`config.mk`:
```
export PLATFORM = sky130hd
export DESIGN_NAME = bcd7seg_scan5
export DESIGN_NICKNAME = d
export VERILOG_FILES = /design/src/rtl/bcd7seg_pkg.sv /design/src/rtl/bcd7seg_dec.sv /design/src/rtl/bcd7seg_scan5.sv
export SDC_FILE = /design/constraint.sdc
export NUM_CORES = 1
export LEC_CHECK = 0
export CAP_MARGIN = 20
export CORE_MARGIN = 1.5
export CORE_UTILIZATION = 40
export DETAILED_ROUTE_END_ITERATION = 8
export SLEW_MARGIN = 40
export SYNTH_ARGS = -nofsm -noshare
export SYNTH_HDL_FRONTEND = slang
export SYNTH_SLANG_ARGS = --single-unit
```
`constraint.sdc`:
```
create_clock -name CLK -period 6.8 [get_ports CLK]
set_clock_uncertainty 0.15 [all_clocks]
set_input_delay 0.68 -clock CLK [delete_from_list [all_inputs] [get_ports CLK]]
set_output_delay 0.68 -clock CLK [all_outputs]
set_load 0.1 [all_outputs]
```
`src/rtl/bcd7seg_pkg.sv`:
```
// bcd7seg_pkg
// Shared types and constants for the five-digit multiplexed seven-segment
// driver: digit count, BCD digit / segment vector types, and the active-high
// segment patterns (bit order gfedcba, seg[0]=a .. seg[6]=g).
// Optional feature macro used by the driver: BCD7SEG_LZB_EN (leading-zero
// blanking).
package bcd7seg_pkg;

  localparam int NUM_DIGITS = 5;

  typedef logic [3:0] bcd_t;
  typedef logic [6:0] seg_t;

  localparam seg_t SEG_0     = 7'h3F;
  localparam seg_t SEG_1     = 7'h06;
  localparam seg_t SEG_2     = 7'h5B;
  localparam seg_t SEG_3     = 7'h4F;
  localparam seg_t SEG_4     = 7'h66;
  localparam seg_t SEG_5     = 7'h6D;
  localparam seg_t SEG_6     = 7'h7D;
  localparam seg_t SEG_7     = 7'h07;
  localparam seg_t SEG_8     = 7'h7F;
  localparam seg_t SEG_9     = 7'h6F;
  localparam seg_t SEG_BLANK = 7'h00;

endpackage

```
`src/rtl/bcd7seg_dec.sv`:
```
// bcd7seg_dec
// Combinational BCD to seven-segment decoder, active-high output.
// Codes 10..15 decode to blank. Polarity is handled by the parent.
// Ports:
//   digit_i : 4-bit BCD digit
//   seg_o   : 7-bit segment pattern, seg_o[0]=a .. seg_o[6]=g
module bcd7seg_dec
  import bcd7seg_pkg::*;
(
  input  bcd_t digit_i,
  output seg_t seg_o
);

  always_comb begin
    seg_o = SEG_BLANK;
    case (digit_i)
      4'd0: seg_o = SEG_0;
      4'd1: seg_o = SEG_1;
      4'd2: seg_o = SEG_2;
      4'd3: seg_o = SEG_3;
      4'd4: seg_o = SEG_4;
      4'd5: seg_o = SEG_5;
      4'd6: seg_o = SEG_6;
      4'd7: seg_o = SEG_7;
      4'd8: seg_o = SEG_8;
      4'd9: seg_o = SEG_9;
      default: seg_o = SEG_BLANK;
    endcase
  end

endmodule

```
`src/rtl/bcd7seg_scan5.sv`:
```
// bcd7seg_scan5
// Five-digit multiplexed seven-segment driver. Captures the converter's BCD
// result into shadow registers on `load`, scans one digit per DIV cycles,
// and pulses `req` once per frame (when the converter is idle) to start the
// next conversion.
// Optional feature: define BCD7SEG_LZB_EN to blank leading zeros (digit 0 is
// never blanked). Without it, every digit is displayed.
// Ports:
//   CLK       : clock, rising edge
//   RST       : asynchronous active-high reset
//   load      : captures bcd0..bcd4 (connect to converter fin)
//   bcd0..4   : BCD digits, bcd0 least significant
//   conv_busy : converter busy
//   req       : one-cycle conversion request (connect to converter en)
//   seg       : segments a..g on seg[0]..seg[6], registered, polarity per SEG_ACTIVE_LOW
//   an        : digit enables, an[k] = digit k, registered, polarity per AN_ACTIVE_LOW
module bcd7seg_scan5
  import bcd7seg_pkg::*;
#(
  parameter int DIV            = 1000,
  parameter bit SEG_ACTIVE_LOW = 1'b1,
  parameter bit AN_ACTIVE_LOW  = 1'b1
) (
  input  logic       CLK,
  input  logic       RST,
  input  logic       load,
  input  logic [3:0] bcd0,
  input  logic [3:0] bcd1,
  input  logic [3:0] bcd2,
  input  logic [3:0] bcd3,
  input  logic [3:0] bcd4,
  input  logic       conv_busy,
  output logic       req,
  output logic [6:0] seg,
  output logic [4:0] an
);

  localparam int             PRE_W   = (DIV > 1) ? $clog2(DIV) : 1;
  localparam logic [PRE_W-1:0] PRE_MAX = PRE_W'(DIV - 1);
  // XOR masks turn the active-high internal values into pin polarity; the
  // same mask is the "all off" level used at reset.
  localparam seg_t       SEG_XOR = SEG_ACTIVE_LOW ? 7'h7F : 7'h00;
  localparam logic [4:0] AN_XOR  = AN_ACTIVE_LOW  ? 5'h1F : 5'h00;

  bcd_t             bcd_in [NUM_DIGITS];
  bcd_t             dig_q  [NUM_DIGITS];
  logic [PRE_W-1:0] pre_q, pre_d;
  logic [2:0]       idx_q, idx_d, sel;
  logic             tick;
  logic             req_q, req_d;
  seg_t             seg_q, seg_d;
  logic [4:0]       an_q, an_d;
  bcd_t             dig_sel;
  seg_t             dec_seg;
  logic             blank_sel;

  assign bcd_in[0] = bcd0;
  assign bcd_in[1] = bcd1;
  assign bcd_in[2] = bcd2;
  assign bcd_in[3] = bcd3;
  assign bcd_in[4] = bcd4;

  // Shadow registers: all digits update together on load.
  for (genvar gi = 0; gi < NUM_DIGITS; gi++) begin : g_dig
    always_ff @(posedge CLK or posedge RST) begin
      if (RST) begin
        dig_q[gi] <= '0;
      end else if (load) begin
        dig_q[gi] <= bcd_in[gi];
      end
    end
  end

  assign tick = (pre_q == PRE_MAX);

  always_comb begin
    pre_d = tick ? '0 : pre_q + 1'b1;
    // Out-of-range indices (5..7) collapse to 0 whether or not a tick occurs.
    if (tick) begin
      idx_d = (idx_q >= 3'd4) ? 3'd0 : idx_q + 3'd1;
    end else begin
      idx_d = (idx_q > 3'd4) ? 3'd0 : idx_q;
    end
    // Request is dropped, not deferred, if the converter is busy at frame end.
    req_d = (idx_q == 3'd4) && tick && !conv_busy;
  end

  always_comb begin
    sel = (idx_q > 3'd4) ? 3'd0 : idx_q;
    dig_sel = dig_q[sel];
  end

  bcd7seg_dec u_dec (
    .digit_i (dig_sel),
    .seg_o   (dec_seg)
  );

`ifdef BCD7SEG_LZB_EN
  logic [NUM_DIGITS-1:0] blank_mask;
  logic                  zero_run;

  // Walk down from the top digit: a digit is blank while it and every digit
  // above it are zero. Digit 0 always shows.
  always_comb begin
    blank_mask = '0;
    zero_run   = 1'b1;
    for (int k = NUM_DIGITS - 1; k >= 1; k--) begin
      zero_run      = zero_run && (dig_q[k] == 4'd0);
      blank_mask[k] = zero_run;
    end
    blank_sel = blank_mask[sel];
  end
`else
  assign blank_sel = 1'b0;
`endif

  always_comb begin
    seg_d = (blank_sel ? SEG_BLANK : dec_seg) ^ SEG_XOR;
    an_d  = (5'b00001 << sel) ^ AN_XOR;
  end

  always_ff @(posedge CLK or posedge RST) begin
    if (RST) begin
      pre_q <= '0;
      idx_q <= 3'd0;
      req_q <= 1'b0;
      seg_q <= SEG_XOR;
      an_q  <= AN_XOR;
    end else begin
      pre_q <= pre_d;
      idx_q <= idx_d;
      req_q <= req_d;
      seg_q <= seg_d;
      an_q  <= an_d;
    end
  end

  assign req = req_q;
  assign seg = seg_q;
  assign an  = an_q;

endmodule

```
==> results of run 1 <==
power breakdown:
part	internal [mW]	switching (mW)	leakage (nW)	total, mW
clock	0.120	0.0868	0.0585	0.207
sequential	0.298	0.00822	0.542	0.306
combinational	0.0394	0.0870	0.504	0.126
kinds of logic (layout without fill, tap and decap cells):
family | after synthesis | count (layout)
buffers and inverters | 19 | 56
adders and majority gates | 8 | 8
and+or+nand+nor | 51 | 51
AOI/OAI and AO/OA | 37 | 37
DFF | 46 | 46
xor gates and xnor gates | 7 | 7
muxes | 23 | 23
per-stage QoR:
step	power, mW	hold WS, ns	setup WS (ns)	cell area [sq um]	cells
after detailed placement	0.4389	0.3079	3.965	2527	290
final	0.6390	0.3185	3.928	2644	298
after global routing	0.6709	0.3292	3.653	2644	298
after floorplan	0.4105	0.2829	4.327	2208	191
after CTS	0.6505	0.3193	3.947	2644	298
after global placement	0.4468	0.3013	3.987	2597	290
cell usage after synthesis (2+ instances only):
cell type,n,area [sq um]
nand2b_1,2,12.51
dfrtp_1,34,850.8
o21ai_0,10,50.05
a311oi_1,2,17.52
nor2_1,13,48.80
mux2_2,19,214.0
xnor2_1,3,26.28
inv_1,10,37.54
nand3_1,13,65.06
o31ai_1,2,15.01
mux2i_1,4,40.04
clkbuf_1,3,11.26
buf_6,3,33.78
a21oi_1,7,35.03
ha_1,8,100.1
nand2_1,7,26.28
xor2_1,4,35.03
and3_1,2,12.51
nor2b_1,2,12.51
dfstp_2,12,315.3
nor3_1,4,20.02
metal layers:
layer / share of wire, % / vias to the layer above
met4: 1.8 / 0
met5: 0 / -
met3: 4.1 / 7
met1: 52 / 699
li1: - / 744
met2: 43 / 35
layout by cell type (no fill, tap or decap), drive strengths merged, types with 7 or more instances in the layout:
master,synthesis,final
nand2,7,7
dfrtp,34,34
clkbuf,4,7
nor2,13,13
dfstp,12,12
inv,11,10
o21ai,10,10
a21oi,7,7
nand3,13,13
ha,8,8
buf,4,15
mux2,19,19
clkdlybuf4s50,0,22
worst paths after layout:
| check | startpoint | endpoint |
|---|---|---|
| worst max register to register | idx_q[0]$_DFF_PP0_ | seg[4]$_DFF_PP1_ |
| max in group asynchronous | RST | seg[4]$_DFF_PP1_ |
| worst min-delay path | pre_q[0]$_DFF_PP0_ | pre_q[0]$_DFF_PP0_ |
| worst min register to register | pre_q[0]$_DFF_PP0_ | pre_q[0]$_DFF_PP0_ |
| worst max-delay path | idx_q[0]$_DFF_PP0_ | seg[4]$_DFF_PP1_ |
| min in group asynchronous | RST | idx_q[2]$_DFF_PP0_ |
registers in the layout (all words and copies together) (netlist names):
| register | count |
|---|---|
| an | 5 |
| dig_q | 20 |
| idx_q | 3 |
| pre_q | 10 |
| req | 1 |
| seg | 7 |
worst max-delay path, stage by stage, from the launching register on:
cell	delay (ns)
dfrtp_1	0.68
inv_1	0.18
ha_1	0.30
nor2b_1	0.25
o21ai_0	0.18
o221a_2	0.35
inv_1	0.12
ha_1	0.15
inv_1	0.05
a2bb2oi_1	0.14
a31o_2	0.23
final cells by class:
| type | instances | area, sq um |
|---|---|---|
| multi-input cells | 126 | 934.6 |
| clock inverters | 1 | 30.03 |
| clock buffers | 7 | 86.33 |
| flip-flops and latches | 46 | 1166 |
| inverters | 11 | 41.29 |
| well taps | 70 | 87.58 |
| fillers | 482 | 2561 |
| repair buffers | 37 | 297.8 |
==> metrics.md, run 1 <==
| Metric | Value |
|---|---|
| Clock Pin Slew Worst Setup and Hold Paths | `0.08 ns` |
| Die outline area | `5975 sq um` |
| Net Count, Synth | `about 220` |
| Post-synthesis instance total | `191` |
| Complex-gate fraction of the synthesized area | `11.95%` |
| Simple-gate area share of the yosys netlist | `11.56%` |
| Number of gates given a new drive strength after cts | `0` |
| HPWL after DPL | `2855 microns` |
| Via density per instance | `4.983` |
| Initial Util | `42.43%` |
| Unrepaired setup endpoints after global routing | `false` |
| CTS tree | `yes` |
| Share of synthesized area occupied by flip-flops and latches | `52.80%` |
| Total of buffers placed on input and output ports | `36` |
| Kind of end point of the critical path | `flip-flop` |
| Area share of fa/ha/maj cells after synthesis | `4.533%` |
| Post-synth EDFFs | `0` |
| Data required time of the critical path | `6.88 ns` |
| Asr flop ratio synth | `100.0%` |
| Number of antenna violations at the first check in global routing | `0` |
| Met3 Resource Use GR | `3.810%` |
| Worst endpoint data arrival time | `approximately 3 ns` |
| R2r worst-path depth | `10` |
| Mapped Area | `2208 sq um` |
| Clk_lat worst skew | `0.30 ns` |
| Post-detailed-route wirelength per cell | `~13 microns` |
| Dominant register cell in the synthesized netlist | `dfrtp_1` |
| FP Rows | `26` |
| Clock root buffer | `clkbuf_8` |
| Final ANT Viol Nets | `0` |
| Area of the core region | `5205 sq um` |
| First-pass GRT wire length | `6934 microns` |
| Worst Setup Path Type | `reg2reg` |
| Highest-utilization routing layer at the global route stage | `met1` |
| Total iterations of the first detailed-routing run | `4` |
| Highest net fanout along the worst path | `17` |
| Rel. slew slack | `63.16%` |
| Hold Violations, Final | `0` |
| H-tree levels | `2` |
| Combinational family with the most area after synthesis | `compound AO/OA/AOI/OAI gates` |
| Peak VDD IR | `~0.10 mV` |
| TritonCTS Buffers | `5` |
| Mean cell area of the mapped netlist | `around 12 sq um` |
| Count of routing violations after the opening detailed-route iteration | `73` |
| Post-route setup TNS | `0 ns` |
| Actual transition at the worst max-transition pin | `between 0.5 and 0.6 ns` |
| Mux cell area share after synthesis | `roughly 12%` |
| Synth cell types | `between 40 and 50` |
| Status | `finished, final reports clean` |
| Met2 usage in global routing | `between 20% and 30%` |
| Post-synthesis share of cell area spent on xor and xnor gates | `2.776%` |
| Clock period minus final worst setup slack | `2.872 ns` |
| R2r setup slk | `3.93 ns` |
| Timing-limited maximum frequency | `348.2 MHz` |
| Number of buffers on the longest clock path | `2` |
| GR Util met1 | `21.65%` |
| Gr ovfl total | `0` |
| Gr usage total | `15.00%` |
| Number of endpoints failing setup at the final stage | `0` |
| Fin. max-slew vios | `0` |
| Count of max-cap constraint violations | `0` |
| Ratio of total power to cell area | `approximately 240 nW/um^2` |
| Die Y-Extent | `77.30 microns` |
| Number of cells on the worst hold path | `1` |
| Number of remaining DRC errors | `0` |
| Antenna diodes | `0` |
| Area Overhead vs Synth | `19.72%` |
| Share of cells above drive strength 1 | `between 20% and 30%` |
| Pin count of the biggest net entering global routing | `47` |
| Number of vias in the routed layout | `1485` |
| Number of ports placed on the die boundary | `37` |
| Post-CTS setup buffers | `0` |
| Number of synthesized register bits | `46` |
| Warnings, synthesis | `0` |
| Total Wirelength | `a little under 4000 microns` |
| Portion of the clock cycle consumed by the worst path in the final layout | `42.24%` |
| Weighted congestion reported at the end of routability-driven placement | `0.8554` |
| Leak Pwr | `1.104 nW` |
| Clock Sink Count | `46` |
| Hold crit path type | `reg2reg` |
| Layout net count | `259` |
| Horizontal extent of the die | `77.30 microns` |
| Hold buffers post-CTS | `0` |
| Via count of the first global-routing pass | `roughly 1400` |
| Sort of element at the start of the critical path | `flip-flop` |
| Core utilization of the finished layout | `50.79%` |
Note: power is estimated with default switching activity, not from simulation.
==> inputs of run 2 (changes only) <==
--- a/config.mk
+++ b/config.mk
@@ -9,6 +9,7 @@
 export CORE_MARGIN = 1.5
 export CORE_UTILIZATION = 40
 export DETAILED_ROUTE_END_ITERATION = 8
+export PLACE_DENSITY = 0.65
 export SLEW_MARGIN = 40
 export SYNTH_ARGS = -nofsm -noshare
 export SYNTH_HDL_FRONTEND = slang
==> constraint.sdc (replaced) <==
create_clock -name CLK -period 2.5 [get_ports CLK]
set_clock_uncertainty 0.15 [all_clocks]
set_input_delay 0.25 -clock CLK [delete_from_list [all_inputs] [get_ports CLK]]
set_output_delay 0.25 -clock CLK [all_outputs]
set_load 0.1 [all_outputs]
==> metrics.md, run 2 (synthesis gave the netlist of run 1 again) <==
| Metric | Value |
|---|---|
| Biggest cell delay along the critical path | `0.35 ns (-0.33 ns)` |
| Count of max-cap constraint violations | `0 (unchanged)` |
| Final ANT Viol Nets | `0 (unchanged)` |
| Number of fillers in the final layout | `473 (-1.9%)` |
| Worst slack after detailed placement | `-0.003141 ns (-3.969 ns)` |
| Pin count of the biggest net entering global routing | `25 (-47%)` |
| Layout net count | `265 (+2.3%)` |
| Register area | `1166 sq um (unchanged)` |
| Core utilization of the finished layout | `53.22% (+2.4 points)` |
| Portion of the clock cycle consumed by the worst path in the final layout | `92.72% (+50 points)` |
| Endpoint of the worst register-to-register path | `seg[4]$_DFF_PP1_` |
| Total iterations of the first detailed-routing run | `5 (+1)` |
| Peak VDD IR | `0.2644 mV (+150%)` |
| Largest register by flop count | `dig_q` |
| Number of ports placed on the die boundary | `37 (unchanged)` |
| Post-layout total power | `1.695 mW (+170%)` |
| TritonCTS Buffers | `5 (unchanged)` |
| Initial Util | `42.43% (unchanged)` |
| Unrepaired setup endpoints after global routing | `false` |
| Status | `finished, final reports clean` |
| Data required time of the critical path | `2.58 ns (-4.30 ns)` |
| Cell repeated most along the worst path | `inv_1` |
| HPWL after DPL | `3039 microns (+6.4%)` |
| Post-detailed-route wirelength per cell | `13.68 microns (+5.2%)` |
| Hold crit path type | `in2async` |
| Multi-input combinational cell area | `980.9 sq um (+5.0%)` |
| Worst R2R Start | `idx_q[0]$_DFF_PP0_` |
| Area of placed instances | `2616 sq um (+3.5%)` |
| Number of vias in the routed layout | `1537 (+3.5%)` |
| Number of endpoints failing setup at the final stage | `0 (unchanged)` |
| Via count of the first global-routing pass | `1527 (+6.6%)` |
| Gr usage total | `15.41% (+0.41 points)` |
| Worst endpoint data arrival time | `2.40 ns (-0.55 ns)` |
| Worst Setup Path Type | `reg2reg` |
| Gr ovfl total | `0 (unchanged)` |
| Clock root buffer | `clkbuf_8` |
| Horizontal extent of the die | `77.30 microns (unchanged)` |
| Worst hold slack after final layout | `0.09252 ns (-0.2260 ns)` |
| Antenna diodes | `0 (unchanged)` |
| First-pass GRT wire length | `7245 microns (+4.5%)` |
| CTS tree | `yes` |
| Clk_lat worst skew | `0.30 ns (about the same)` |
| Actual transition at the worst max-transition pin | `0.4461 ns (-0.1065 ns)` |
| Most common library cell in the layout ignoring fill and taps | `dfrtp_1` |
| Area of the core region | `5205 sq um (unchanged)` |
| Buffering stage count on the worst path with inverters included | `3 (unchanged)` |
| Share of cells above drive strength 1 | `29.91% (+3.6 points)` |
| Rel. slew slack | `70.03% (+6.9 points)` |
| Kind of end point of the critical path | `flip-flop` |
| Leak Pwr | `1.159 nW (+5.0%)` |
| FP Rows | `26 (unchanged)` |
| Final design instance area without fill | `2770 sq um (+4.8%)` |
| Worst Setup Slack, final | `0.1819 ns (-3.746 ns)` |
| Count of placed standard cells in the final layout, fillers left out | `304 (+2.0%)` |
| Weighted congestion reported at the end of routability-driven placement | `0.8252 (-3.5%)` |
| R2r worst-path depth | `10 (unchanged)` |
| Number of placed cells counting well taps | `295 (+1.7%)` |
| Largest register FFs | `20 (unchanged)` |
| Die outline area | `5975 sq um (unchanged)` |
| Clock Sink Count | `46 (unchanged)` |
| Largest delay contributor family on the critical path | `compound AO/OA/AOI/OAI gates` |
| Sort of element at the start of the critical path | `flip-flop` |
| Post-route setup TNS | `0 ns (unchanged)` |
| Clock Pin Slew Worst Setup and Hold Paths | `0.08 ns (about the same)` |
| Die Y-Extent | `77.30 microns (unchanged)` |
| Number of antenna violations at the first check in global routing | `0 (unchanged)` |
| Slowest stage cell, crit path | `dfrtp_1` |
| Count of routing violations after the opening detailed-route iteration | `64 (-12%)` |
| Total of buffers placed on input and output ports | `36 (unchanged)` |
| Fin. max-slew vios | `0 (unchanged)` |
| Ratio of total power to cell area | `611.9 nW/um^2 (+150%)` |
| Clock period minus final worst setup slack | `2.318 ns (-0.5539 ns)` |
| Total Wirelength | `4158 microns (+7.3%)` |
| Timing-limited maximum frequency | `431.4 MHz (+24%)` |
| Most frequent cells in the layout | `dfrtp_1, clkdlybuf4s50_1, mux2_2, buf_4` |
| Via density per instance | `5.056 (+1.5%)` |
| R2r setup slk | `0.18 ns (-3.75 ns)` |
| Highest net fanout along the worst path | `7 (-10)` |
| Number of buffers on the longest clock path | `2 (unchanged)` |
| Number of remaining DRC errors | `0 (unchanged)` |
| Hold Violations, Final | `0 (unchanged)` |
| H-tree levels | `2 (unchanged)` |
| Area Overhead vs Synth | `25.44%` |
| Crit-path cells | `inv_1 > ha_4 > nor2b_1 > o21ai_2 > o221a_2 > inv_1 > ha_1 > inv_1 > a2bb2oi_1 > a31o_2` |
## run 2: cell count changes in the layout (fill, tap and decap cells not counted), sizes merged
| cell | before | now |
|---|---|---|
| buf | 15 | 20 |
| bufinv | 1 | 0 |
| clkdlybuf4s50 | 22 | 23 |
| clkinv | 1 | 2 |
## run 2: power breakdown
group          switching (mW)  internal, mW
registers              0.0217         0.810
clock network           0.238         0.248
logic                   0.245         0.132
total                   0.505          1.19
## run 2: area by class of cell
cell class	instances	share of cell area (%)
clock buffers	7	3.478
flip-flops and latches	46	42.10
multi-input cells	126	35.41
well taps	70	3.162
repair buffers	43	14.18
clock inverters	1	0.1355
inverters	11	1.536
## run 2: what timing repair did
action                     4_1_cts  5_1_grt
pin swaps                        0        1
resized for setup                1        7
setup buffers                    0        1
hold buffers                     0        0
setup endpoints to repair        2        6
## run 2: worst reg2reg max path, cell delays in order (launching register included)
cell and delay [ns]:
dfrtp_1 0.35, inv_1 0.11, ha_4 0.20, nor2b_1 0.29
o21ai_2 0.13, o221a_2 0.35, inv_1 0.12, ha_1 0.15
inv_1 0.05, a2bb2oi_1 0.14, a31o_2 0.23
## run 2: per-layer routing
layer / vias up / routed length, microns / global-route usage [%]
met4: 0 / 40 / 4.182
met3: 4 / 199 / 5.000
met2: 44 / 1952 / 23.33
met5: - / 0 / 0
met1: 734 / 1965 / 21.15
li1: 755 / - / -
## run 2: worst max path at each step
stage | depth (start not counted) | slack, ns | start | endpoint
after floorplan | 12 | 0.03 | idx_q[0]$_DFF_PP0_ | seg[0]$_DFF_PP1_
after global placement | 9 | 0.20 | idx_q[0]$_DFF_PP0_ | seg[0]$_DFF_PP1_
after detailed placement | 9 | -0.003 | idx_q[0]$_DFF_PP0_ | seg[3]$_DFF_PP1_
after CTS | 9 | 0.06 | idx_q[0]$_DFF_PP0_ | seg[3]$_DFF_PP1_
after global routing | 12 | 0.009 | idx_q[0]$_DFF_PP0_ | seg[5]$_DFF_PP1_
final | 10 | 0.18 | idx_q[0]$_DFF_PP0_ | seg[4]$_DFF_PP1_
